--- src/rtl/pipe_hazard_ctrl.sv ---
// pipe_hazard_ctrl: load-use, branch and memory-wait hazard control for a 5-stage pipeline.
// Optional statistics counters are enabled by defining PIPE_HAZARD_STATS_EN.
module pipe_hazard_ctrl #(
    parameter int MEM_WAIT_MAX = 16,
    parameter int STAT_W       = 32
) (
    input  logic              clk_i,
    input  logic              rst_i,
    input  logic              IDEX_MemRead_i,
    input  logic [4:0]        IDEX_RDaddr_i,
    input  logic [4:0]        IFID_RS1addr_i,
    input  logic [4:0]        IFID_RS2addr_i,
    input  logic              Branch_taken_i,
    input  logic              mem_busy_i,
    output logic              PCWrite_o,
    output logic              IFID_Write_o,
    output logic              IFID_Flush_o,
    output logic              IDEX_Bubble_o,
    output logic              freeze_o,
    output logic              timeout_o,
`ifdef PIPE_HAZARD_STATS_EN
    output logic [STAT_W-1:0] stall_cnt_o,
    output logic [STAT_W-1:0] flush_cnt_o,
    output logic [STAT_W-1:0] freeze_cnt_o,
`endif
    output logic [1:0]        state_o
);

    localparam logic [1:0] RUN      = 2'd0;
    localparam logic [1:0] MEM_WAIT = 2'd1;
    localparam logic [1:0] HALT     = 2'd2;
    localparam logic [7:0] WAIT_LAST = 8'(MEM_WAIT_MAX - 1);

    if (MEM_WAIT_MAX < 2 || MEM_WAIT_MAX > 255 || STAT_W < 1) begin : g_param_chk
        $error("pipe_hazard_ctrl: MEM_WAIT_MAX must be 2..255 and STAT_W >= 1");
    end

    logic [1:0] state_q, state_d;
    logic [7:0] busy_cnt_q, busy_cnt_d;
    logic       load_use, halt, busy_ev, lu_ev, br_ev;

    assign load_use = IDEX_MemRead_i && (IDEX_RDaddr_i != 5'd0) &&
                      (IDEX_RDaddr_i == IFID_RS1addr_i || IDEX_RDaddr_i == IFID_RS2addr_i);
    assign halt     = state_q == HALT;
    assign busy_ev  = !halt && mem_busy_i;
    assign lu_ev    = !halt && !mem_busy_i && load_use;
    assign br_ev    = !halt && !mem_busy_i && !load_use && Branch_taken_i;

    always_ff @(posedge clk_i or posedge rst_i) begin
        if (rst_i) begin
            state_q    <= RUN;
            busy_cnt_q <= 8'd0;
        end else begin
            state_q    <= state_d;
            busy_cnt_q <= busy_cnt_d;
        end
    end

    // busy_cnt_q holds the number of consecutive busy cycles seen, including the RUN cycle that started the wait
    always_comb begin
        state_d    = state_q;
        busy_cnt_d = busy_cnt_q;
        case (state_q)
            RUN: begin
                state_d    = mem_busy_i ? MEM_WAIT : RUN;
                busy_cnt_d = mem_busy_i ? 8'd1 : 8'd0;
            end
            MEM_WAIT: begin
                state_d    = !mem_busy_i ? RUN : (busy_cnt_q == WAIT_LAST) ? HALT : MEM_WAIT;
                busy_cnt_d = mem_busy_i ? busy_cnt_q + 8'd1 : 8'd0;
            end
            HALT: state_d = HALT;
            default: begin
                state_d    = RUN;
                busy_cnt_d = 8'd0;
            end
        endcase
    end

    always_comb begin
        PCWrite_o     = rst_i ? 1'b0 : !(halt || busy_ev || lu_ev);
        IFID_Write_o  = rst_i ? 1'b0 : !(halt || busy_ev || lu_ev);
        IFID_Flush_o  = !rst_i && br_ev;
        IDEX_Bubble_o = rst_i || lu_ev;
        freeze_o      = !rst_i && (halt || busy_ev);
        timeout_o     = halt;
        state_o       = state_q;
    end

`ifdef PIPE_HAZARD_STATS_EN
    logic [STAT_W-1:0] stall_cnt_q, flush_cnt_q, freeze_cnt_q;

    always_ff @(posedge clk_i or posedge rst_i) begin
        if (rst_i) begin
            stall_cnt_q  <= '0;
            flush_cnt_q  <= '0;
            freeze_cnt_q <= '0;
        end else begin
            if (lu_ev && !(&stall_cnt_q)) stall_cnt_q <= stall_cnt_q + STAT_W'(1);
            if (br_ev && !(&flush_cnt_q)) flush_cnt_q <= flush_cnt_q + STAT_W'(1);
            if ((halt || busy_ev) && !(&freeze_cnt_q)) freeze_cnt_q <= freeze_cnt_q + STAT_W'(1);
        end
    end

    assign stall_cnt_o  = stall_cnt_q;
    assign flush_cnt_o  = flush_cnt_q;
    assign freeze_cnt_o = freeze_cnt_q;
`endif

endmodule

--- config.mk ---
export PLATFORM = sky130hd
export DESIGN_NAME = pipe_hazard_ctrl
export DESIGN_NICKNAME = d
export VERILOG_FILES = /design/src/rtl/pipe_hazard_ctrl.sv
export SDC_FILE = /design/constraint.sdc
export NUM_CORES = 1
export LEC_CHECK = 0
export CAP_MARGIN = 20
export CORE_MARGIN = 2
export CORE_UTILIZATION = 37
export DETAILED_ROUTE_END_ITERATION = 10
export PLACE_DENSITY = 0.74
export SYNTH_ARGS = -nofsm -noshare
export SYNTH_HDL_FRONTEND = slang
export SYNTH_SLANG_ARGS = --single-unit
--- constraint.sdc ---
create_clock -name clk_i -period 1.9 [get_ports clk_i]
set_input_delay 0.38 -clock clk_i [delete_from_list [all_inputs] [get_ports clk_i]]
set_output_delay 0.38 -clock clk_i [all_outputs]
set_load 0.1 [all_outputs]
==> impl_results.md <==
* Number of hold violations in the final report at 0
* Count of fill cells added during filler insertion at 123
* GRT Total Usage at 0.216
* Number of synthesis warnings at 0
* Number of optimization iterations in the first detailed-route pass at 4
* Achievable frequency at 0.444 GHz
* Height of the chip at 46.1 um
* Critical path class: in2out
* Drt via density at 5.45
* Parity-gate share of the synthesized area counting xor and xnor cells at 0.160
* Number of antenna violations at the first check in global routing at 0
* Starting DRC count in detailed routing at 9
* Placement Setup Slack at -0.816 ns
* Area of the mapped netlist at 656 sq um
* Top cell type by total area after synthesis: dfrtp_1
* Die Outline Area at 2120 sq um
* Port Buffers at 27
* Post-route DRC violation count at 0
* Overall routed net length at 2090 um
* Mux contribution to synthesized area at 0
* Final weighted congestion in routability-driven placement at 0.769
* Synthesized Nets at 96
* Area fraction in compound gates after synthesis at 0.181
* Number of failing setup endpoints in the final timing report at 4
* Slack of the critical path at -0.354 ns
* Cells after Synth at 75
* Rel. slew slack at 0.757
* Num CTS Buffers at 3
* Final critical delay including setup and external delays at 2.25 ns
* RSZ-0062 raised after global routing: yes
* Congestion Overflow GR at 0
* Area Growth Syn to Fin at 93.1%
* Sequential cell area in the final layout at 253 sq um
* Via count of the first global-routing pass at 763
* Tcrit/Tclk final at 1.19
* CP required at 1.52 ns
* Number of nets in the finished design at between 100 and 150
* Simple-gate share of the synthesized area at 0.229
* Post-DP HPWL at 1480 um
* Pin count of the biggest net entering global routing at 11
* Number of placement rows at 15
* Longest Clk Path Bufs at 2
* Area used by multi-input combinational logic at 462 sq um
* Starting Density at 0.388
* Max rail drop VDD at 0.474 mV
* H-tree levels at 1
* Status: finished, violations left
* Wire length per cell at 15.1 um
* Non-filler instance count after layout at 139
* Tightest Pin Transition at 0.362 ns
* Leak at 0.567 nW
* Maximum capacitance violations at 0
* Proportion of synthesized chip area in sequential cells at 0.382
* Cell area power density at 507 nW/um^2
* Final Max Tran Viols at 0
* Min-Delay Path Class: in2async
* Number of sinks driven by the clock tree at 10
* Violated checks: setup timing
* Top Ports at 28
* Count of different cell masters after synthesis at 28
* Largest family of logic cells by synthesized area: simple AND/OR/NAND/NOR gates
* Number of instances in the placed design at 131
* Number of routed nets with antenna violations at 0
* Post-Synthesis Mean Instance Area at 8.74 sq um
* Clock latency on the worst-skew pair at 0.27 ns
* Global-route wire length before repair at around 3200 um
* Type of destination of the critical path: output port
* Synthesized flop and latch total at 10
* Hold-fix buffers, CTS at 0
* Cell types with the largest area share after synthesis: dfrtp_1 38%, xnor2_1 13%, nand3_1 6.1%
* Total power at around 0.00064 W
* Total vias in the final route at 757
* Type of element launching the critical path: input pin
* Adder and majority cell fraction of the synthesized area at 0.0191
* Antenna cells at 0
* Worst Path Max Fanout at 2
* Share of Yosys cell area claimed by the top area cell type at 0.382
* CP arrival at ~1.9 ns
* Fraction of layout cells with a size suffix above 1 at 0.369
* Root Buffer Master: clkbuf_4
* Horizontal die dimension at 46.1 um
* Clock tree from TritonCTS: done
* Post-Route Skew at about 0.0055 ns
* Clock-pin slew of the registers on the worst-case setup and hold paths at 0.07 ns
* Core Footprint at 1690 sq um
==> state kept, by name, indices dropped and copies added, names as in the netlist <==
| name | flops |
|---|---|
| state_o | 2 |
| busy_cnt_q | 8 |
==> stage by stage <==
step                      area (sq um)  TNS, ns  hold WS (ns)   util
final                             1270    -1.32         0.531  0.750
after global routing              1270    -1.46         0.576  0.750
after CTS                         1220    -1.34         0.535  0.724
after detailed placement          1140    -3.02         0.518  0.677
after global placement            1140    -2.94         0.510  0.677
after floorplan                    686    -3.31         0.228      -
==> where the power goes <==
group	switching [W]	internal (W)
clock	0.0000778	0.000116
combinational	0.000118	0.000108
sequential	0.00000480	0.000217
total	0.000200	0.000441
==> repair_timing <==
action | in CTS | in global routing
endpoints found under the setup margin | 5 | 5
setup buffers | 2 | 3
gates cloned | 0 | 0
gates resized for setup | 35 | 7
pin swaps | 12 | 5
==> worst paths after layout <==
| kind | start | to | slack (ns) | cells after the start |
|---|---|---|---|---|
| worst max-delay path | IDEX_RDaddr_i[1] | PCWrite_o | -0.35 | 6 |
| worst min register to register | busy_cnt_q[3] | busy_cnt_q[3] | 0.55 | 2 |
| worst min-delay path | rst_i | busy_cnt_q[6] | 0.53 | 3 |
| max in group asynchronous | rst_i | state_o[0] | 1.21 | 3 |
| min in group clk_i | busy_cnt_q[3] | busy_cnt_q[3] | 0.55 | 2 |
| worst max register to register | busy_cnt_q[0] | busy_cnt_q[6] | 0.51 | 5 |
==> cells in the mapped netlist <==
library cell / instances
nor2_1: 5
a2111oi_2: 1
a22o_1: 1
nand3b_1: 1
and4_1: 1
xnor2_1: 10
a31oi_1: 1
nand2_1: 8
a21oi_1: 2
nor4_1: 1
ha_1: 1
o21a_1: 1
dfrtp_1: 10
a31o_2: 2
nor2b_1: 1
nand4_1: 1
o22ai_1: 1
and3_1: 1
buf_4: 1
nand2b_1: 1
o21ai_0: 8
xor2_1: 2
nand3_1: 8
inv_1: 2
or3_1: 1
a22oi_1: 1
buf_1: 1
or4_1: 1
==> worst max-delay path: stages <==
cell and delay, ns:
buf_8 0.09, or4_4 0.53, o21a_4 0.22, a2111oi_4 0.28, buf_4 0.20, buf_12 0.17
==> per-layer routing <==
layer / routed length [um] / global-route usage / up-vias
met5: 0 / 0 / -
met3: 164 / 0.0235 / 4
met4: 37 / 0.120 / 0
met2: 1050 / 0.378 / 32
li1: - / - / 364
met1: 838 / 0.252 / 357
==> cells by family (layout without fill, tap and decap cells) <==
logic type,after synthesis,in the layout
compound gates,18,18
xor+xnor,12,12
fa+ha+maj,1,1
buf+inv,4,51
flops,10,10
simple gates,30,30
==> cell usage in the layout, fill, tap and decap left out, types with 2 or more instances in the layout <==
cell type / Yosys / final
buf_6: 0 / 3
dlymetal6s2s_1: 0 / 2
buf_4: 1 / 16
buf_12: 0 / 8
xnor2_1: 10 / 10
dfrtp_2: 0 / 2
nand3_1: 8 / 8
clkbuf_4: 0 / 3
nand2_1: 8 / 8
clkdlybuf4s50_1: 0 / 3
inv_1: 2 / 2
o21ai_0: 8 / 8
xor2_1: 2 / 2
dfrtp_1: 10 / 8
nor2_1: 5 / 3
dlygate4sd2_1: 0 / 10
==> area by class of cell <==
cell class	instances	share of cell area
repair buffers	45	0.384
multi-input cells	61	0.365
flip-flops and latches	10	0.200
clock buffers	4	0.0287
well taps	17	0.0168
inverters	2	0.00593
(Power assumes the default switching activity.)
